$ cat src/rtl/decoder_rr_arbiter_pkg.sv
// Shared types and constants for the 3-to-8 decoder arbiter.
// FSM encoding, decoder enable patterns, requester mask helper.
package decoder_rr_arbiter_pkg;

  typedef enum logic [1:0] {
    ST_IDLE  = 2'd0,
    ST_GUARD = 2'd1,
    ST_GRANT = 2'd2
  } state_e;

  // Enable bundle ordering is {b0, b1, en2}.
  localparam logic [2:0] DEC_OFF = 3'b110;
  localparam logic [2:0] DEC_ON  = 3'b001;

  function automatic logic [7:0] req_mask(
    input int n
  );
    logic [7:0] m;
    m = '0;
    for (int i = 0; i < 8; i++) begin
      if (i < n) begin
        m[i] = 1'b1;
      end
    end
    return m;
  endfunction

endpackage

$ cat src/rtl/decoder_rr_arbiter_if.sv
// Requester/decoder bundle for decoder_rr_arbiter.
// master: arbiter (drives sel/enables/status); slave: requesters.
interface decoder_rr_arbiter_if;

  logic [7:0] req;
  logic [2:0] sel;
  logic       dec_en_b0;
  logic       dec_en_b1;
  logic       dec_en2;
  logic       grant_valid;
  logic [2:0] grant_idx;
  logic       timeout;

  modport master (
    input  req,
    output sel,
    output dec_en_b0,
    output dec_en_b1,
    output dec_en2,
    output grant_valid,
    output grant_idx,
    output timeout
  );

  modport slave (
    output req,
    input  sel,
    input  dec_en_b0,
    input  dec_en_b1,
    input  dec_en2,
    input  grant_valid,
    input  grant_idx,
    input  timeout
  );

endinterface

$ cat src/rtl/decoder_rr_arbiter_rr_pick8.sv
// rr_pick8: combinational rotating-priority picker.
// req_i (pre-masked), last_i -> any_o, idx_o (first set after last_i).
module rr_pick8 #(
  parameter int NREQ = 8
) (
  input  logic [7:0] req_i,
  input  logic [2:0] last_i,
  output logic       any_o,
  output logic [2:0] idx_o
);

  logic [3:0] cand;

  // Offsets 1..NREQ, so last_i itself is scanned last.
  always_comb begin
    any_o = 1'b0;
    idx_o = '0;
    cand  = '0;
    for (int i = 1; i <= NREQ; i++) begin
      cand = {1'b0, last_i} + 4'(i);
      if (cand >= 4'(NREQ)) begin
        cand = cand - 4'(NREQ);
      end
      if (!any_o && req_i[cand[2:0]]) begin
        any_o = 1'b1;
        idx_o = cand[2:0];
      end
    end
  end

endmodule

$ cat src/rtl/decoder_rr_arbiter.sv
// Round-robin arbiter sharing one 74HC138-style decoder.
// clk, rst_n (async low); bus: req in; sel/enables/grant/timeout out.
module decoder_rr_arbiter
  import decoder_rr_arbiter_pkg::*;
#(
  parameter int NREQ      = 8,
  parameter int GUARD_CYC = 1,
  parameter int MAX_HOLD  = 16,
  parameter int CNT_W     = 5
) (
  input  logic                 clk,
  input  logic                 rst_n,
  decoder_rr_arbiter_if.master bus
);

  localparam logic [7:0] MASK = req_mask(NREQ);
  localparam logic [2:0] LAST_RST = 3'(NREQ - 1);
  localparam logic [CNT_W-1:0] GUARD_LD = CNT_W'(GUARD_CYC - 1);
  localparam logic [CNT_W-1:0] HOLD_MAX = CNT_W'(MAX_HOLD);
  localparam logic [CNT_W-1:0] ONE = CNT_W'(1);
  localparam bit HOLD_LIM = (MAX_HOLD != 0);

  state_e           state_q;
  logic [2:0]       sel_q;
  logic [2:0]       last_q;
  logic [CNT_W-1:0] guard_q;
  logic [CNT_W-1:0] hold_q;
  logic [2:0]       en_q;
  logic             gv_q;
  logic             to_q;

  logic [7:0] req_m;
  logic [2:0] pick_last;
  logic [2:0] pick_idx;
  logic       pick_any;
  logic       cur_req;
  logic       rel;

  assign req_m   = bus.req & MASK;
  assign cur_req = req_m[sel_q];

  // On release the pointer moves to sel_q on the same edge,
  // so the next winner must already be ranked from sel_q.
  assign pick_last = (state_q == ST_GRANT) ? sel_q : last_q;

  assign rel = !cur_req ||
               (HOLD_LIM && (hold_q == HOLD_MAX));

  rr_pick8 #(
    .NREQ (NREQ)
  ) u_pick (
    .req_i  (req_m),
    .last_i (pick_last),
    .any_o  (pick_any),
    .idx_o  (pick_idx)
  );

  always_ff @(posedge clk or negedge rst_n) begin
    if (!rst_n) begin
      state_q <= ST_IDLE;
      sel_q   <= '0;
      last_q  <= LAST_RST;
      guard_q <= '0;
      hold_q  <= '0;
      en_q    <= DEC_OFF;
      gv_q    <= 1'b0;
      to_q    <= 1'b0;
    end else begin
      to_q <= 1'b0;
      unique case (state_q)
        ST_IDLE: begin
          if (pick_any) begin
            sel_q   <= pick_idx;
            guard_q <= GUARD_LD;
            state_q <= ST_GUARD;
          end
        end
        ST_GUARD: begin
          if (guard_q != '0) begin
            guard_q <= guard_q - ONE;
          end else if (cur_req) begin
            en_q    <= DEC_ON;
            gv_q    <= 1'b1;
            hold_q  <= ONE;
            state_q <= ST_GRANT;
          end else begin
            state_q <= ST_IDLE;
          end
        end
        ST_GRANT: begin
          if (rel) begin
            en_q   <= DEC_OFF;
            gv_q   <= 1'b0;
            last_q <= sel_q;
            hold_q <= '0;
            // Still requesting here means the hold limit hit.
            to_q   <= cur_req;
            if (pick_any) begin
              sel_q   <= pick_idx;
              guard_q <= GUARD_LD;
              state_q <= ST_GUARD;
            end else begin
              state_q <= ST_IDLE;
            end
          end else if (hold_q != '1) begin
            hold_q <= hold_q + ONE;
          end
        end
        default: begin
          en_q    <= DEC_OFF;
          gv_q    <= 1'b0;
          state_q <= ST_IDLE;
        end
      endcase
    end
  end

  assign bus.sel         = sel_q;
  assign bus.grant_idx   = sel_q;
  assign bus.dec_en_b0   = en_q[2];
  assign bus.dec_en_b1   = en_q[1];
  assign bus.dec_en2     = en_q[0];
  assign bus.grant_valid = gv_q;
  assign bus.timeout     = to_q;

endmodule

$ cat src/flat_wrapper.sv
// flat-port wrapper written by rule: the top's interface ports become plain ports
module decoder_rr_arbiter_flat import decoder_rr_arbiter_pkg::*;
#(
  parameter int NREQ      = 8,
  parameter int GUARD_CYC = 1,
  parameter int MAX_HOLD  = 16,
  parameter int CNT_W     = 5
)
  (clk, rst_n, bus_req, bus_sel, bus_dec_en_b0, bus_dec_en_b1, bus_dec_en2, bus_grant_valid, bus_grant_idx, bus_timeout);
  decoder_rr_arbiter_if bus_i ();
  input  logic clk;
  input  logic rst_n;
  input wire logic [$bits(bus_i.req)-1:0] bus_req;
  output wire logic [$bits(bus_i.sel)-1:0] bus_sel;
  output wire logic [$bits(bus_i.dec_en_b0)-1:0] bus_dec_en_b0;
  output wire logic [$bits(bus_i.dec_en_b1)-1:0] bus_dec_en_b1;
  output wire logic [$bits(bus_i.dec_en2)-1:0] bus_dec_en2;
  output wire logic [$bits(bus_i.grant_valid)-1:0] bus_grant_valid;
  output wire logic [$bits(bus_i.grant_idx)-1:0] bus_grant_idx;
  output wire logic [$bits(bus_i.timeout)-1:0] bus_timeout;
  assign bus_i.req = bus_req;
  assign bus_sel = bus_i.sel;
  assign bus_dec_en_b0 = bus_i.dec_en_b0;
  assign bus_dec_en_b1 = bus_i.dec_en_b1;
  assign bus_dec_en2 = bus_i.dec_en2;
  assign bus_grant_valid = bus_i.grant_valid;
  assign bus_grant_idx = bus_i.grant_idx;
  assign bus_timeout = bus_i.timeout;
  decoder_rr_arbiter #(.NREQ(NREQ), .GUARD_CYC(GUARD_CYC), .MAX_HOLD(MAX_HOLD), .CNT_W(CNT_W)) u_core (.clk(clk), .rst_n(rst_n), .bus(bus_i));
endmodule
$ cat config.mk
export PLATFORM = sky130hd
export DESIGN_NAME = decoder_rr_arbiter_flat
export DESIGN_NICKNAME = d
export VERILOG_FILES = /design/src/rtl/decoder_rr_arbiter_pkg.sv /design/src/rtl/decoder_rr_arbiter_if.sv /design/src/rtl/decoder_rr_arbiter_rr_pick8.sv /design/src/rtl/decoder_rr_arbiter.sv /design/src/flat_wrapper.sv
export SDC_FILE = /design/constraint.sdc
export NUM_CORES = 1
export LEC_CHECK = 0
export CORE_MARGIN = 2
export CORE_UTILIZATION = 53
export CTS_CLUSTER_SIZE = 40
export DETAILED_ROUTE_END_ITERATION = 7
export GPL_ROUTABILITY_DRIVEN = 0
export PLACE_DENSITY = 0.77
export SETUP_SLACK_MARGIN = 0.4
export SYNTH_ARGS = -nofsm -noshare
export SYNTH_HDL_FRONTEND = slang
export SYNTH_SLANG_ARGS = --single-unit
$ cat constraint.sdc
create_clock -name clk -period 4.2 [get_ports clk]
set_input_delay 0.63 -clock clk [delete_from_list [all_inputs] [get_ports clk]]
set_output_delay 0.63 -clock clk [all_outputs]
set_load 0.02 [all_outputs]
### After elaboration in Yosys (flattened, before gate mapping)

Cells that the tools add are included.
W data, S select, Z words.

| word-level totals | value |
|---|---|
| bits in registers | 23 |
| input bits | 10 |
| output and inout port bits | 11 |
| word-level logic and storage cells | 152 |

| cells by class | value |
|---|---|
| add/subtract/negate cells | 18 |
| order comparisons | 17 |
| equality and inequality tests | 10 |
| muxes and demuxes | 71 |
| bitwise logic cells | 1 |
| reductions and logical operators | 27 |

Operator list:

| operator | number |
|---|---|
| $mux W3 | 22 |
| $lt A3 B4 Y1 const B | 9 |
| $mux W5 | 7 |
| $ge A4 B4 Y1 const B | 8 |
| $bmux W1 S3 | 9 |
| $sub A3 B1 Y3 const B | 8 |
| $mux W1 | 23 |
| $add A3 B3 Y4 const B | 4 |
| $pmux W5 S3 | 1 |
| $pmux W5 S2 | 1 |
| $pmux W3 S3 | 1 |
| $add A3 B2 Y4 const B | 2 |
| $logic_not A1 Y1 | 8 |
| $mux W2 | 4 |
| $ne A2 B1 Y1 const B | 4 |
| $reduce_and A4 Y1 | 2 |
| $logic_and A1 B1 Y1 | 7 |
| $pmux W2 S3 | 1 |
| $pmux W3 S2 | 1 |
| $reduce_and A3 Y1 | 2 |
| $add A5 B1 Y5 const B | 1 |
| $eq A5 B5 Y1 const B | 1 |
| $ne A5 B5 Y1 const B | 1 |
| $reduce_bool A5 Y1 | 1 |
| 14 further kinds | 16 |

### Depth between registers and ports, before layout

Gate-level depths: netlist of run 1.

| logic depth | value |
|---|---|
| word-level depth | 32 |
| mapped depth | 14 |
| depth with buffers taken out | 12 |

### Modules after synthesis

A second synthesis of run 1 with hierarchy kept.

| unflattened totals | value |
|---|---|
| cells, all modules | 241 |
| area total of the unflattened synthesis | 2407.3 um^2 |

Modules (own cells, without submodules):

| module | times used | cells each | area each (um^2) | seq. area each (um^2) |
|---|---|---|---|---|
| decoder_rr_arbiter | 1 | 137 | 1451.4 | 530.5 |
| rr_pick8 | 1 | 104 | 955.9 | 0.0 |

### Least setup slack after synthesis of run 1

No wires, ideal clock.

| timing path | value |
|---|---|
| path type | register to register |
| start point | reg u_core.state_q[0] |
| end point | reg u_core.sel_q[1], in the netlist u_core.bus.grant_idx[1] |
| setup time | 0.087 ns |
| data arrival time | 3.837 ns |
| required time | 4.113 ns |
| slack | 0.277 ns |
| stages on the path, launching flop included | 15 |
| path buffers | 2 |
| clock period less this slack | 3.923 ns |
| cells stage by stage | dfrtp_1 > inv_1 > ha_1 > buf_6 > mux2i_2 > inv_2 > clkbuf_1 > ha_1 > xnor2_2 > mux4_2 > nor2b_4 > nand4b_4 > or3_4 > and4_4 > a211oi_2 |

| between the ends | value |
|---|---|
| word-level cells in the longest chain between the ends | 32 |
| elaborated cells on any way between the ends | 87 |
| classes of those cells | add/sub (16); order compare (8); eq/ne (2); mux (44); reduce/logical (17) |

RTL lines:

| element | line | text |
|---|---|---|
| from (decl) | decoder_rr_arbiter.sv:23 | `state_e state_q;` |
| from (signal assigned) | decoder_rr_arbiter.sv:60 | `state_q <= ST_IDLE;` |
| from (signal assigned) | decoder_rr_arbiter.sv:75 | `state_q <= ST_GUARD;` |
| from (signal assigned) | decoder_rr_arbiter.sv:85 | `state_q <= ST_GRANT;` |
| $eq A2 B2 Y1 | decoder_rr_arbiter.sv:44, decoder_rr_arbiter.sv:70 |  |
| $mux W3 | decoder_rr_arbiter.sv:44 | `assign pick_last = (state_q == ST_GRANT) ? sel_q : last_q;` |
| $add A3 B1 Y4 | decoder_rr_arbiter_rr_pick8.sv:20 | `cand = {1'b0, last_i} + 4'(i);` |
| $ge A4 B4 Y1 / $sub A3 B1 Y3 (equally long branches) | decoder_rr_arbiter_rr_pick8.sv:21, decoder_rr_arbiter_rr_pick8.sv:22 |  |
| $mux W3 | decoder_rr_arbiter_rr_pick8.sv:21 | `if (cand >= 4'(NREQ)) begin` |
| $bmux W1 S3 | decoder_rr_arbiter_rr_pick8.sv:24 | `if (!any_o && req_i[cand[2:0]]) begin` |
| $mux W1 (implied by the code) | decoder_rr_arbiter_rr_pick8.sv:24 |  |
| $mux W1 | decoder_rr_arbiter_rr_pick8.sv:24 |  |
| [... 16 more ...] | n/a |  |
| $logic_and A1 B1 Y1 | decoder_rr_arbiter_rr_pick8.sv:24 |  |
| $mux W1 | decoder_rr_arbiter_rr_pick8.sv:24 |  |
| $logic_not A1 Y1 | decoder_rr_arbiter_rr_pick8.sv:24 |  |
| $logic_and A1 B1 Y1 | decoder_rr_arbiter_rr_pick8.sv:24 |  |
| $mux W3 / $mux W1 (equally long branches) | decoder_rr_arbiter_rr_pick8.sv:24 |  |
| $mux W3 | decoder_rr_arbiter.sv:72, decoder_rr_arbiter.sv:98 |  |
| $mux W3 | decoder_rr_arbiter.sv:91 | `if (rel) begin` |
| $pmux W3 S2 | decoder_rr_arbiter.sv:70 | `unique case (state_q)` |
| to (signal assigned) | decoder_rr_arbiter.sv:73 | `sel_q <= pick_idx;` |
| to (signal assigned) | decoder_rr_arbiter.sv:99 | `sel_q <= pick_idx;` |
| to (decl) | decoder_rr_arbiter.sv:24 | `logic [2:0] sel_q;` |

Parallel ways exist; a longest one is shown, timed or not. The select of a mux whose other input is x is not followed.
A chain may end at the register's enable or synchronous reset.

### Worst setup path after layout of run 1

Ends and elaborated chain as after synthesis.

==> results of run 1 <==
worst reg2reg max path: cells and delay by family, from the launching register on:
family,cells,cell delay [ns]
AOI/OAI and AO/OA,1,0.18
xor gates and xnor gates,1,0.31
adders and majority gates,2,0.61
buffers and inverters,2,0.15
DFF,1,0.42
muxes,2,0.90
and+or+nand+nor,4,0.95
cell usage after synthesis (9+ instances only):
master | count | area (um^2)
clkbuf_1 | 9 | 33.8
inv_1 | 19 | 71.3
a21oi_1 | 16 | 80.1
nor2_1 | 12 | 45.0
o21ai_0 | 12 | 60.1
mux2i_1 | 15 | 150
nand2_1 | 24 | 90.1
dfrtp_1 | 17 | 425
ha_1 | 10 | 125
mux4_2 | 10 | 225
nor3_1 | 9 | 45.0
registers in the layout, summed over array words and instances, names as in the netlist:
name / cells
u_core.hold_q: 5
u_core.state_q: 2
u_core.en_q: 2
u_core.last_q: 3
u_core.bus.timeout: 1
u_core.bus.grant_idx: 3
u_core.guard_q: 5
timing repair:
action | in CTS | in global routing
gates resized for setup | 0 | 2
hold endpoints to repair | 0 | 0
setup buffers | 0 | 0
setup endpoints to repair | 0 | 10
path summary, 6_finish.rpt:
check / start / end / slack (ns)
setup reg to reg: u_core.state_q[0]$_DFFE_PN0P_ / u_core.bus.grant_idx[1]$_DFFE_PN0P_ / 0.62
min in group asynchronous: rst_n / u_core.guard_q[0]$_DFFE_PN0P_ / 0.88
hold / removal: u_core.en_q[1]$_DFFE_PN1P_ / u_core.en_q[1]$_DFFE_PN1P_ / 0.49
hold reg to reg: u_core.en_q[1]$_DFFE_PN1P_ / u_core.en_q[1]$_DFFE_PN1P_ / 0.49
max in group asynchronous: rst_n / u_core.en_q[0]$_DFFE_PN0P_ / 2.77
setup / recovery: u_core.state_q[0]$_DFFE_PN0P_ / u_core.bus.grant_idx[1]$_DFFE_PN0P_ / 0.62
logic make-up (layout without fill, tap and decap cells):
logic type,Yosys count,in the layout,synth area share (%)
AND/OR/NAND/NOR,76,76,17.9
AO/OA/AOI/OAI,72,72,22.4
buffers and inverters,37,51,7.55
multiplexers,34,34,21.6
flip-flops,21,21,23.2
adder cells (fa/ha/maj),10,10,5.47
XOR/XNOR,4,4,1.86
report_power, final:
part,total [mW],internal (mW),switching [mW]
clock,0.131,0.0675,0.0631
combinational,1.78,0.771,1.01
sequential,0.348,0.272,0.0764
total,2.26,1.11,1.15
cell usage in the layout, fill, tap and decap left out, types with 2 or more instances in the layout:
cell type,n
o2bb2ai_1,3
and3_1,3
inv_1,19
mux2i_4,2
a211oi_1,3
a211o_1,4
buf_4,6
a211oi_2,2
inv_2,2
o31ai_1,3
a22o_1,3
nand2_1,24
dfstp_2,4
dfrtp_1,17
a21oi_1,16
o211ai_1,6
and2_1,2
clkbuf_8,3
nor4_1,3
nor2_1,12
mux2_2,6
o311a_1,2
o22ai_1,5
o21a_1,3
clkdlybuf4s50_1,20
nand4_1,6
nor3_1,8
mux4_2,10
mux2i_2,2
mux2i_1,14
nand2b_1,2
nand3_1,6
ha_1,9
o21ai_0,12
xor2_1,2
per-stage QoR:
step / hold WS (ns) / area [um^2] / setup slack (ns) / power (mW) / utilization, %
5_1_grt: 0.515 / 2580 / 0.422 / 2.46 / 63.0
6_report: 0.486 / 2580 / 0.617 / 2.26 / 63.0
3_3_place_gp: 0.473 / 2520 / 0.547 / 2.08 / 61.8
3_5_place_dp: 0.481 / 2520 / 0.466 / 2.10 / 61.8
2_1_floorplan: 0.334 / 2310 / 0.449 / 1.71 / -
4_1_cts: 0.493 / 2570 / 0.426 / 2.24 / 62.9
routing by layer:
| layer | GRT usage, % | routed length (um) | up-vias |
|---|---|---|---|
| met5 | 0 | 0 | - |
| met4 | 2.78 | 37 | 0 |
| met3 | 4.22 | 369 | 4 |
| met2 | 38.2 | 2540 | 61 |
| met1 | 35.5 | 2500 | 979 |
| li1 | - | - | 998 |
area by class of cell:
type                       instances  share of cell area (%)
timing repair buffer              26                    9.52
sequential                        21                    20.6
clock buffer                       4                    1.75
multi-input combinational        196                    62.7
tap                               50                    2.43
inverter                          21                    3.06
==> impl_metrics.csv, run 1 <==
group,metric,value,unit
sta,max_slew_margin,39.6,%
synthesis,ys_seq_elements,21,
synthesis,synth_cell_type_count,56,
synthesis,ys_warn_count,0,
drt,wl,5450,um
global_routing,grt_pass1_vias,1985,
sta,slew_viol_final,0,
floorplanning,die_w,69.7,um
synthesis,synth_ff_type,"dfrtp_1",
sta,clock.fmax,0.279,GHz
power_and_ir_drop,ir_worst_vdd,0.552,mV
global_routing,grt_max_degree,22,
sta,setup-tns-final,0,ns
drt,via_per_inst,6.42,
worst_setup_path,rr_worst_depth,12,
power_and_ir_drop,power_leakage,1.08,nW
sta,hold_viol_final,0,
floorplanning,die_h,69.7,um
drt,via_count,2042,
cts,hold_buffers,0,
drt,drt_iter0_markers,165,
synthesis,synthArstFlopShare,100,%
cts,root_buffer,"clkbuf_8",
finish,drive_above_1_share,16.8,%
worst_setup_path,path_buf_inv,2,
worst_setup_path,crit_chain,"inv_1 > ha_2 > mux2i_4 > inv_2 > ha_1 > xnor2_4 > mux4_2 > nor2b_4 > nand4b_4 > or3_4 > and4_4 > a211oi_2",
place,dp_hpwl,4180,um
global_routing,grt_overflow,0,
sta,period_share,85.3,%
finish,seq_area,531,um^2
finish,syn_to_final_growth,12.7,%
sta,min_period,3.58,ns
drt,first_pass_iters,4,
worst_setup_path,critPathMaxFanout,10,
cts,clk_pin_slew,0.08,ns
synthesis,syn_avg_cell_area,9.00,um^2
worst_setup_path,cp_data_required_time,4.38,ns
floorplanning,core_area,4090,um^2
worst_setup_path,critPathArrivalTime,3.76,ns
sta,setup_viol,0,
cts,worstSkewPairLatency,0.26,ns
power_and_ir_drop,powerDensity,876,nW/um^2
finish,fillers,335,
floorplanning,rows,23,
cts,clock_sinks,21,
worst_hold_path,min_path_type,"reg -> reg",
synthesis,syn_inst,254,
synthesis,syn_area,2290,um^2
global_routing,grt_usage,24.0,%
worst_setup_path,worst-path-stages,12,
worst_setup_path,crit_path_top_delay_cell,"mux4_2",
finish,num_antenna_cells,0,
worst_setup_path,cp-start-kind,"flop",
drt,antenna_left,0,
sta,fin_skew,0.00436,ns
sta,worst_pin_slew,0.902,ns
floorplanning,fp.dieArea,4850,um^2
worst_setup_path,cp_slowest_stage_delay,0.61,ns
flow_run,drv_cap,0,
global_routing,grt_pass1_wl,9520,um
cts,cts_tree,"built",
worst_hold_path,hold_path_depth,2,
floorplanning,ioPinCount,21,
status,status,"finished, final reports clean",
finish,multi_input_area,1610,um^2
finish,layout.cells.non_filler,318,
cts,clk_path_buf_depth,2,
synthesis,syn_nets,274,
place,io_buffers,20,
finish,nets,289,
synthesis,synth_edf_count,0,
drt,routedWlPerCell,17.1,um
drt,drc_errors,0,
worst_setup_path,worstSetupPathType,"reg -> reg",
floorplanning,initial_core_util,55.9,%
cts,h-tree-depth,1,
place,dp_cells,314,
cts,cts_buffers,3,
global_routing,grt_antenna_before_repair,0,
worst_setup_path,cp_top_family,"simple AND/OR/NAND/NOR gates",
synthesis,seq_area_frac_synth,23.2,%
worst_setup_path,endpoint_kind,"flop",
sta,rsz0062_at_grt,"no",
(Power assumes the default switching activity.)
==> run 2: changes to the inputs <==
--- a/config.mk
+++ b/config.mk
@@ -6,11 +6,12 @@
 export NUM_CORES = 1
 export LEC_CHECK = 0
 export CORE_MARGIN = 2
-export CORE_UTILIZATION = 53
+export CORE_UTILIZATION = 55
 export CTS_CLUSTER_SIZE = 40
 export DETAILED_ROUTE_END_ITERATION = 7
+export DONT_BUFFER_PORTS = 1
 export GPL_ROUTABILITY_DRIVEN = 0
-export PLACE_DENSITY = 0.77
+export PLACE_DENSITY = 0.73
 export SETUP_SLACK_MARGIN = 0.4
 export SYNTH_ARGS = -nofsm -noshare
 export SYNTH_HDL_FRONTEND = slang
==> run 2 against run 1 <==
  * First-iteration DRC count up 18%
  * Sequential power up 5%
  * Power down 3.0%
  * Fmax up 1.5%
  * Hold slack worse by 0.43 ns
  * Die area down 3.4%
  * Count of clock-buffer cells in the layout down 1
  * Global-route usage up 0.52 points
  * Final cell count down 5.3%
  * Register-to-register slack better by 0.05 ns
  * Critical path type unchanged
==> impl_metrics.csv, run 2 (same netlist as run 1, synthesis figures left out) <==
group,metric,value,unit
drt,antenna_left,0,
worst_setup_path,cp-start-kind,"flop",
global_routing,grt_antenna_before_repair,0,
global_routing,grt_pass1_vias,1767,
drt,routedWlPerCell,17.8,um
sta,setup-tns-final,0,ns
cts,cts_resized,0,
worst_setup_path,critPathMaxFanout,9,
cts,clk_path_buf_depth,2,
power_and_ir_drop,power_leakage,1.02,nW
finish,final_cell_area,2390,um^2
drt,drc_errors,0,
worst_setup_path,endpoint_kind,"flop",
cts,cts_tree,"built",
global_routing,grt_usage,24.5,%
finish,fillers,337,
sta,hold-worst-slack,0.0520,ns
worst_hold_path,min_path_type,"in -> async",
finish,syn_to_final_growth,4.65,%
power_and_ir_drop,p_sw,1.15,mW
sta,max_slew_margin,58.9,%
status,status,"finished, final reports clean",
cts,root_buffer,"clkbuf_8",
power_and_ir_drop,clockPowerShare,6.1,%
power_and_ir_drop,power_frac_comb,77.2,%
power_and_ir_drop,p_int,1.04,mW
floorplanning,fp.dieArea,4690,um^2
flow_run,drv_cap,0,
finish,top_regs,"u_core.guard_q x5, u_core.hold_q x5",
finish,final_common_cell,"nand2_1",
finish,final_cell_mix,"nand2_1 (24), inv_1 (19), dfrtp_1 (17)",
worst_setup_path,critPathArrivalTime,3.71,ns
place,dp_hpwl,4130,um
cts,clk_pin_slew,0.08,ns
floorplanning,die_h,68.5,um
sta,setup_viol,0,
floorplanning,rows,23,
cts,worstSkewPairLatency,0.26,ns
sta,clock.fmax,0.283,GHz
floorplanning,die_w,68.5,um
floorplanning,core_area,4000,um^2
sta,rsz0062_at_grt,"no",
cts,h-tree-depth,1,
global_routing,grt_pass1_wl,8640,um
drt,via_per_inst,6.72,
sta,hold_viol_final,0,
drt,via_count,2023,
sta,worst_pin_slew,0.616,ns
finish,num_antenna_cells,0,
worst_setup_path,worstSetupPathType,"reg -> reg",
sta,slew_viol_final,0,
power_and_ir_drop,p_seq_share,16.7,%
global_routing,grt_max_degree,22,
sta,period_share,84.1,%
cts,hold_buffers,0,
sta,min_period,3.53,ns
power_and_ir_drop,powerDensity,915,nW/um^2
place,io_buffers,0,
finish,drive_above_1_share,18.7,%
cts,post_cts_buffers,0,
place,placed_area,2350,um^2
drt,wl,5350,um
drt,drt_iter0_markers,194,
drt,first_pass_iters,4,
cts,cts_buffers,3,
floorplanning,ioPinCount,21,
power_and_ir_drop,switching_share,52.3,%
worst_setup_path,cp_data_required_time,4.38,ns
global_routing,grt_overflow,0,
power_and_ir_drop,ir_worst_vdd,0.536,mV
sta,fin_skew,0.00284,ns
floorplanning,initial_core_util,57.1,%
finish,nets,272,
cts,clock_sinks,21,
==> run 2: critical path, stage by stage, from the launching register on <==
cell	delay, ns
dfrtp_1	0.42
inv_1	0.09
ha_1	0.28
mux2i_4	0.28
inv_2	0.05
ha_1	0.25
xnor2_4	0.33
mux4_2	0.60
nor2b_4	0.18
nand4b_4	0.15
or3_4	0.42
and4_4	0.18
a211oi_2	0.20
==> run 2: area by class of cell <==
cell class	count	area (um^2)	area share (%)
multi-input combinational	196	1610	67.2
inverter	21	78.8	3.29
timing repair buffer	9	67.6	2.82
sequential	21	531	22.2
clock inverter	1	5.00	0.209
tap	50	62.6	2.62
clock buffer	3	41.3	1.73
==> run 2: metrics by stage <==
step	utilization, %	power, mW	cells	setup WS (ns)
floorplan	-	1.71	254	0.449
global placement	58.6	2.01	297	0.763
detailed placement	58.6	2.02	297	0.680
CTS	59.8	2.16	301	0.666
global route	59.8	2.34	301	0.527
finish	59.8	2.19	301	0.668
==> run 2: final timing paths <==
path,depth (start not counted),start,endpoint,slack (ns)
worst max-delay path,12,u_core.state_q[0]$_DFFE_PN0P_,u_core.bus.grant_idx[1]$_DFFE_PN0P_,0.67
worst min-delay path,0,rst_n,u_core.hold_q[3]$_DFFE_PN0P_,0.05
worst max register to register,12,u_core.state_q[0]$_DFFE_PN0P_,u_core.bus.grant_idx[1]$_DFFE_PN0P_,0.67
worst min register to register,1,u_core.hold_q[2]$_DFFE_PN0P_,u_core.hold_q[2]$_DFFE_PN0P_,0.54
max in group asynchronous,0,rst_n,u_core.last_q[0]$_DFFE_PN1P_,3.98
min in group clk,1,u_core.hold_q[2]$_DFFE_PN0P_,u_core.hold_q[2]$_DFFE_PN0P_,0.54
==> run 2: metal layers <==
metal	global-route usage [%]	vias up	part of all wire [%]
met2	35.2	89	45
met5	0	-	0
li1	-	966	-
met3	5.10	2	8.1
met1	38.5	966	47
met4	3.25	0	0.39
==> run 2: power by group through the flow <==
stage | Combinational (mW) | Clock (mW) | Sequential [mW]
final | 1.69 | 0.134 | 0.365
after global routing | 1.83 | 0.144 | 0.372
after CTS | 1.66 | 0.134 | 0.364
after detailed placement | 1.65 | 0 | 0.368
after global placement | 1.64 | 0 | 0.367
after floorplan | 1.36 | 0 | 0.355
==> run 3: changes to the inputs <==
==> constraint.sdc (replaced) <==
create_clock -name clk -period 2.91 [get_ports clk]
set_input_delay 0.4365 -clock clk [delete_from_list [all_inputs] [get_ports clk]]
set_output_delay 0.4365 -clock clk [all_outputs]
set_load 0.02 [all_outputs]
==> run 3 against run 2 <==
  * The run now ends with setup timing left
  * Critical endpoint unchanged
  * Core utilization grew 12 points
  * Power grew 79%
  * Register-to-register slack worse by 0.77 ns
  * Clock skew is 0.0068 ns higher
  * Non-clock buffer count is 45 higher
  * Largest power group unchanged
  * Clock power increased by 47%
  * Sequential share of layout area decreased by 3.6 points
  * Fmax is 17% higher
==> impl_metrics.csv, run 3 (same netlist as run 1, synthesis figures left out) <==
group,metric,value,unit
drt,antenna_left,0,
finish,final_common_cell,"buf_4",
worst_setup_path,worstSetupPathType,"reg -> reg",
finish,num_antenna_cells,0,
cts,root_buffer,"clkbuf_8",
power_and_ir_drop,power_leakage,1.25,nW
finish,multi_input_area,1700,um^2
place,placed_area,2660,um^2
place,dp_slack,-0.210,ns
sta,setup_viol,10,
finish,seq_area,531,um^2
cts,cts_tree,"built",
drt,via_per_inst,6.49,
global_routing,grt_antenna_before_repair,0,
drt,drt_iter0_markers,150,
floorplanning,fp.dieArea,4690,um^2
sta,setup-tns-final,-0.583,ns
global_routing,grt_usage,29.4,%
sta,fin_skew,0.00961,ns
sta,clock.fmax,0.332,GHz
worst_setup_path,critPathMaxFanout,9,
status,violations,"setup timing",
drt,wl,6290,um
sta,period_share,104,%
finish,final_cell_area,2860,um^2
sta,setup_ws,-0.103,ns
global_routing,grt_pass1_wl,10300,um
drt,drc_errors,0,
status,status,"complete, but fails checks",
cts,worstSkewPairLatency,0.27,ns
global_routing,grt_max_degree,21,
finish,final_cell_mix,"buf_4 (48), nand2_1 (22), inv_1 (18)",
power_and_ir_drop,powerDensity,1370,nW/um^2
worst_setup_path,rr_worst_depth,12,
worst_setup_path,reg2reg_slack,-0.10,ns
worst_setup_path,cp-start-kind,"flop",
place,dp_hpwl,4780,um
floorplanning,die_h,68.5,um
sta,slew_viol_final,0,
cts,clk_path_buf_depth,2,
drt,first_pass_iters,5,
finish,syn_to_final_growth,25.0,%
finish,postLayoutCoreUtil,71.4,%
worst_setup_path,critPathArrivalTime,3.21,ns
finish,fillers,284,
global_routing,grt_pass1_vias,2091,
cts,cts_buffers,3,
sta,max_slew_margin,40.2,%
floorplanning,ioPinCount,21,
place,dp_cells,334,
floorplanning,core_area,4000,um^2
worst_setup_path,cp_data_required_time,3.10,ns
finish,drive_above_1_share,34.5,%
sta,hold_viol_final,0,
floorplanning,die_w,68.5,um
cts,clk_pin_slew,0.08,ns
sta,min_period,3.01,ns
power_and_ir_drop,ir_worst_vdd,0.746,mV
worst_setup_path,endpoint_kind,"flop",
drt,via_count,2245,
sta,rsz0062_at_grt,"yes",
worst_setup_path,r2r_start,"u_core.state_q[0]$_DFFE_PN0P_",
global_routing,grt_overflow,0,
cts,clock_sinks,21,
finish,layout.cells.non_filler,346,
sta,worst_pin_slew,0.894,ns
worst_hold_path,min_path_type,"in -> async",
drt,routedWlPerCell,18.2,um
finish,top_regs,"u_core.guard_q x5, u_core.hold_q x5",
cts,h-tree-depth,1,
floorplanning,rows,23,
worst_setup_path,r2r-end,"u_core.bus.grant_idx[1]$_DFFE_PN0P_",
power_and_ir_drop,p_total,3.92,mW
place,io_buffers,0,
sta,hold-worst-slack,0.547,ns
finish,nets,317,
flow_run,drv_cap,0,
floorplanning,initial_core_util,57.1,%
[run 3: worst max path at each step]
stage	from	endpoint	slack [ns]	cells after the start
after floorplan	u_core.state_q[0]$_DFFE_PN0P_	u_core.bus.grant_idx[1]$_DFFE_PN0P_	-0.56	14
after global placement	u_core.state_q[0]$_DFFE_PN0P_	u_core.bus.grant_idx[0]$_DFFE_PN0P_	-0.13	11
after detailed placement	u_core.state_q[0]$_DFFE_PN0P_	u_core.bus.grant_idx[0]$_DFFE_PN0P_	-0.21	11
after CTS	u_core.state_q[0]$_DFFE_PN0P_	u_core.bus.grant_idx[1]$_DFFE_PN0P_	-0.11	12
after global routing	u_core.state_q[0]$_DFFE_PN0P_	u_core.bus.grant_idx[1]$_DFFE_PN0P_	-0.23	12
final	u_core.state_q[0]$_DFFE_PN0P_	u_core.bus.grant_idx[1]$_DFFE_PN0P_	-0.10	12
[run 3: report_power, final]
| group | total, mW | internal (mW) | switching, mW | leakage, nW |
|---|---|---|---|---|
| combinational | 3.22 | 1.56 | 1.66 | 0.961 |
| sequential | 0.504 | 0.394 | 0.110 | 0.266 |
| clock | 0.197 | 0.0956 | 0.101 | 0.0255 |
| total | 3.92 | 2.05 | 1.87 | 1.25 |
[run 3: timing repair]
| action | CTS | global route |
|---|---|---|
| buffers inserted | 5 | 1 |
| gates resized for setup | 15 | 3 |
| hold buffers | 1 | 1 |
| setup endpoints to repair | 10 | 11 |
| pin swaps | 6 | 2 |
| hold endpoints to repair | 20 | 1 |
[run 3: worst max-delay path, stage by stage (launching register included)]
cell and delay, ns:
dfrtp_1 0.39, inv_2 0.08, ha_4 0.18, mux2i_4 0.25, inv_2 0.08, buf_4 0.19, mux2i_1 0.20, mux4_2 0.54
nor2b_4 0.17, nand4b_4 0.16, or3_4 0.39, and4_4 0.18, a211oi_2 0.13
[run 3: final cells by class]
class                           instances  share of cell area [%]
Clock buffer                            3                    1.45
Inverter                               21                    2.76
Sequential cell                        21                    18.6
Clock inverter                          1                   0.175
Timing Repair Buffer                   54                    15.5
Multi-Input combinational cell        196                    59.4
Tap cell                               50                    2.19
[run 3: layer usage]
layer / global-route usage [%] / vias up / wire length (um)
met3: 4.93 / 10 / 531
met2: 48.9 / 112 / 3050
met4: 3.25 / 0 / 44
li1: - / 1052 / -
met5: 0 / - / 0
met1: 41.3 / 1071 / 2660
==> RTL edit 1: new RTL, settings of run 3 <==
`CNT_W` is set to 5 in 2 places; all go to 10.
--- a/src/rtl/decoder_rr_arbiter.sv
+++ b/src/rtl/decoder_rr_arbiter.sv
@@ -7,5 +7,5 @@
   parameter int GUARD_CYC = 1,
   parameter int MAX_HOLD  = 16,
-  parameter int CNT_W     = 5
+  parameter int CNT_W     = 10
 ) (
   input  logic                 clk,
--- a/src/flat_wrapper.sv
+++ b/src/flat_wrapper.sv
@@ -5,5 +5,5 @@
   parameter int GUARD_CYC = 1,
   parameter int MAX_HOLD  = 16,
-  parameter int CNT_W     = 5
+  parameter int CNT_W     = 10
 )
   (clk, rst_n, bus_req, bus_sel, bus_dec_en_b0, bus_dec_en_b1, bus_dec_en2, bus_grant_valid, bus_grant_idx, bus_timeout);
Function: no difference found for any inputs over 10 cycles, from zero or initial values and one cycle with rst_n low; that may be too few to reach the edited logic, so the function may still have changed.
==> RTL edit 1 against run 3 <==
The run still ends with negative setup slack left. Final cell count increased by 29%. Routed wire length increased by 28%. Setup slack worse by 0.22 ns. Critical path depth decreased by 1. Count of clock-buffer cells in the layout rose by 4. Sequential share of layout area rose by 2.3 points. Cell area increased by 31%. Sequential cell count grew 10. Synthesized area up 20%.
Power is left out: it rests on default switching activity, and per cell area and clock period it moved more than threefold.
==> RTL edit 1: results (changes against run 3) <==
metal3 WL 377 um (-29%); Global Route met1 Usage 0.321 (-0.0923); Fillers 316 (+11%); WL met2 4300 um (+41%); GR Util met3 0.0335 (-0.0159); hpwl dp 5160 um (+8.0%); outcome complete, but fails checks; first-pass GRT wire length 11900 um (+16%); Iteration-0 DRC Markers 210 (+40%); Worst-Margin Slew 0.678 ns (-0.216 ns); Detailed Route WL 8040 um (+28%); synth top area cells dfrtp_1 (25%), mux4_2 (6.6%), mux2i_1 (5.1%), nand2_1 (4.0%), dfstp_2 (3.8%); clock buf count 7 (+4); Core Util, Final 0.788 (+0.0735); Setup violations, final 15 (+5); Commonest cells post-synth nand2_1 (29), nor2_1 (28), dfrtp_1 (27), inv_1 (18), o21ai_0 (17); adder-cell area share of the yosys netlist 0.0365 (-0.0182); Seq cells 31 (+48%); placed cells 415 (+24%); fraction of area in multi-input gates 0.538 (-0.0559); Seq/Total Area, Yosys 0.285 (+0.0526); layout cells sized above 1 0.433 (+0.0881); pre-CTS setup slack -0.369 ns (-0.159 ns); Post-Layout Cell Count 446 (+29%); Site Rows 25 (+8.7%); post-synthesis mux area share 0.194 (-0.0218); Compound-Gate Fraction of Synth Area 0.177 (-0.0474); violated checks negative setup slack; CTS root buf clkbuf_8; post-synthesis xor/xnor area fraction 0.0224 (+0.00374); Post-DP Area 0.00325 mm2 (+22%); routed vias/inst 6.26 (-3.6%); Port Buffers 0 (unchanged); Layout Skew 0.00958 ns (-0.0000383 ns); Total Routing Usage GR 0.276 (-0.0184); htree depth 2 (+1); leading registers by flop count u_core.guard_q (10), u_core.hold_q (10); Max Fanout on Critical Path 6 (-3); Top Layer Used met4; Setup TNS Final -3.35 ns (-2.77 ns); post-route setup slack -0.320 ns (-0.217 ns); Signal buf overhead 0.188 (+0.0334); Synth top area share 0.246 (+0.0603); reg2reg start u_core.state_q[0]$_DFFE_PN0P_; number of global-route vias before repair 2674 (+28%); min-delay worst type reg -> reg; Clock-cell share 0.0217 (+0.00551); synthesized netlist cell count 309 (+22%); largest net degree at the start of global routing 31 (+48%); TritonCTS Buffers 5 (+2); crit path DAT 3.41 ns (+0.20 ns); Netlist cell types 66 (+18%); multi-input gate count 236 (+20%); main combinational cell family by area after synthesis simple AND/OR/NAND/NOR gates; inverters 20 (-4.8%); Non-clock buffers 84 (+56%); wl on met1 3180 um (+20%); slowest stage delay, CP 0.47 ns (-0.07 ns); syn nets 327 (+19%)
RTL edit 1: cell types whose count changed after synthesis, sizes merged, moves of 5 or more:
cell and delta:
nand2 +5, nor2 +16, o21ai +6, or3 +5, dfrtp +10, nor3 +7
RTL edit 1: worst paths after layout:
kind,depth (start not counted),to,slack (ns)
setup / recovery,11,u_core.bus.grant_idx[2]$_DFFE_PN0P_,-0.32
hold / removal,2,u_core.last_q[0]$_DFFE_PN1P_,0.53
setup reg to reg,11,u_core.bus.grant_idx[2]$_DFFE_PN0P_,-0.32
hold reg to reg,2,u_core.last_q[0]$_DFFE_PN1P_,0.53
max in group asynchronous,2,u_core.last_q[1]$_DFFE_PN1P_,2.03
min in group asynchronous,1,u_core.en_q[1]$_DFFE_PN1P_,0.63
RTL edit 1: repair_timing:
item | CTS | global route
buffers inserted | 11 | 9
resized for setup | 21 | 38
endpoints found under the setup margin | 25 | 25
hold buffers | 2 | 0
hold endpoints to repair | 30 | 0
gates cloned | 0 | 1
pin swaps | 7 | 18
==> RTL edit 2: new RTL, flow settings as in run 3 <==
Made on the original files. The 3 states of `state_e` get a one-hot encoding in 3 bits.
--- a/src/rtl/decoder_rr_arbiter_pkg.sv
+++ b/src/rtl/decoder_rr_arbiter_pkg.sv
@@ -3,8 +3,8 @@
 package decoder_rr_arbiter_pkg;
 
-  typedef enum logic [1:0] {
-    ST_IDLE  = 2'd0,
-    ST_GUARD = 2'd1,
-    ST_GRANT = 2'd2
+  typedef enum logic [2:0] {
+    ST_IDLE  = 3'b001,
+    ST_GUARD = 3'b010,
+    ST_GRANT = 3'b100
   } state_e;
 
Check against the original RTL: no difference found for any inputs over 4 cycles, from zero or initial values and one cycle with rst_n low; so few cycles prove little.
==> RTL edit 2 against run 3 <==
The flow still finishes with violations (negative setup slack). Count of clock-buffer cells in the layout unchanged. Routed wire length grew 13%. Setup slack worse by 0.10 ns. Critical path depth grew 1. Clock power increased by 46%. Synthesized area grew 4.4%. Clock skew is 0.0016 ns lower. Cell area up 4.9%. Sequential cell count up 1. Total power grew 10%. Synthesized cell count grew 5.1%. Critical path type unchanged. Largest power group unchanged.
==> RTL edit 2: results (changes against run 3) <==
first-pass GRT wire length 10700 um (+3.8%); Port Buffers 0 (unchanged); outcome complete, but fails checks; Post-Layout Cell Count 365 (+5.5%); Commonest cells post-synth mux2i_1 (29), nand2_1 (27), nor2_1 (23), dfrtp_1 (17), a21oi_1 (15); Post-Syn Area per Cell 8.94 um2 (-0.65%); crit path DAT 3.30 ns (+0.09 ns); synth top area cells dfrtp_1 (18%), mux2i_1 (12%), dfstp_2 (5.5%), nand2_1 (4.2%), nor2_1 (3.6%); reg2reg start u_core.state_q[1]$_DFFE_PN0P_; Iteration-0 DRC Markers 221 (+47%); post-route setup slack -0.204 ns (-0.101 ns); Setup violations, final 8 (-2); placed cells 342 (+2.4%); post-synthesis xor/xnor area fraction 0.0294 (+0.0107); Post-DP Area 0.00264 mm2 (-0.75%); Compound-Gate Fraction of Synth Area 0.219 (-0.00586); layout cells sized above 1 0.378 (+0.0332); Layout Nets 332 (+4.7%); number of global-route vias before repair 2117 (+1.2%); Layout Skew 0.00800 ns (-0.00162 ns); n_diodes 0 (unchanged); largest net degree at the start of global routing 20 (-4.8%); syn nets 283 (+3.3%); Switching Fraction 0.453 (-0.0231); post-synthesis mux area share 0.195 (-0.0202); top_reg_cell synth dfrtp_1; initial antenna violation count 0 (unchanged); wl on met1 3150 um (+18%); Slew Limit Headroom 0.419 (+0.0170); Worst IR Drop VDD 673 uV (-9.7%); routed vias/inst 6.44 (-0.77%); Netlist cell types 72 (+29%); adder-cell area share of the yosys netlist 0.0314 (-0.0233); Reg2Reg Capture Point u_core.bus.grant_idx[2]$_DFFE_PN0P_; WL met2 3310 um (+8.6%); worst hold slack 0.529 ns (-0.0179 ns); Total Routing Usage GR 0.272 (-0.0228); Max Fanout on Critical Path 8 (-1); CP max-delay cell or3b_4; min-delay worst type reg -> reg; Seq/Total Area, Yosys 0.233 (+0.00115); slowest stage delay, CP 0.44 ns (-0.10 ns); WL/cell 19.5 um (+7.4%); violated checks negative setup slack; hpwl dp 4680 um (-2.1%); Longest Clk Path Bufs 2 (unchanged); metal3 WL 495 um (-6.8%); Lkg Pwr 1.31 nW (+4.9%)
[RTL edit 2: through the flow]
stage                     setup slack (ns)   util  setup TNS [ns]
after CTS                           -0.139  0.671          -0.360
after detailed placement            -0.148  0.647          -0.318
after floorplan                     -0.566      -           -2.37
after global placement             -0.0910  0.647          -0.141
after global routing                -0.281  0.733           -1.95
final                               -0.204  0.733           -1.19
[RTL edit 2: cell type report]
class,count,area (um2)
Clock buffer,3,41.3
Clock inverter,1,30.0
Fill cell,280,1090
Inverter,15,56.3
Multi-Input combinational cell,209,1700
Sequential cell,22,557
Tap cell,50,62.6
Timing Repair Buffer,65,551
[RTL edit 2: per-layer routing]
metal / GRT usage / up-vias
met5: 0 / -
met4: 0.0406 / 0
met3: 0.0462 / 18
met2: 0.448 / 104
met1: 0.383 / 1164
li1: - / 1064
[RTL edit 2: worst max-delay path by stage]
stage / cells after the start / from / endpoint / slack [ns]
3_5_place_dp: 13 / u_core.state_q[1]$_DFFE_PN0P_ / u_core.bus.grant_idx[1]$_DFFE_PN0P_ / -0.15
4_1_cts: 10 / u_core.state_q[1]$_DFFE_PN0P_ / u_core.guard_q[1]$_DFFE_PN0P_ / -0.14
2_1_floorplan: 15 / u_core.state_q[1]$_DFFE_PN0P_ / u_core.guard_q[1]$_DFFE_PN0P_ / -0.57
6_report: 13 / u_core.state_q[1]$_DFFE_PN0P_ / u_core.bus.grant_idx[2]$_DFFE_PN0P_ / -0.20
3_3_place_gp: 13 / u_core.state_q[1]$_DFFE_PN0P_ / u_core.bus.grant_idx[1]$_DFFE_PN0P_ / -0.09
5_1_grt: 13 / u_core.state_q[1]$_DFFE_PN0P_ / u_core.bus.grant_idx[1]$_DFFE_PN0P_ / -0.28
[RTL edit 2: worst reg2reg max path: stages, from the launching register on]
cell and delay [ns]:
dfrtp_1 0.43, or3b_4 0.44, buf_4 0.17, a211oi_1 0.37, a21oi_1 0.12, mux2i_1 0.20, buf_4 0.18, o21a_2 0.21
nor2_4 0.07, a221oi_4 0.31, buf_4 0.16, buf_6 0.12, nand2_1 0.08, o22ai_1 0.15
[RTL edit 2: cell families after synthesis]
| group | Yosys count |
|---|---|
| simple gates | 85 |
| fa+ha+maj | 6 |
| buf+inv | 36 |
| xor+xnor | 8 |
| mux | 38 |
| flops | 22 |
| compound gates | 72 |
[RTL edit 2: what timing repair did]
action / CTS / global route
pin swaps: 1 / 6
buffers inserted: 0 / 16
resized for setup: 2 / 30
hold buffers: 2 / 1
endpoints found under the setup margin: 10 / 10
hold endpoints to repair: 19 / 2
[RTL edit 2: power groups by stage]
stage                     Sequential [mW]  Clock (mW)  Combinational (mW)
after floorplan                     0.540           0                2.02
after global placement              0.591           0                2.81
after detailed placement            0.596           0                2.86
after CTS                           0.598       0.290                2.91
after global routing                0.628       0.304                3.65
final                               0.609       0.287                3.42
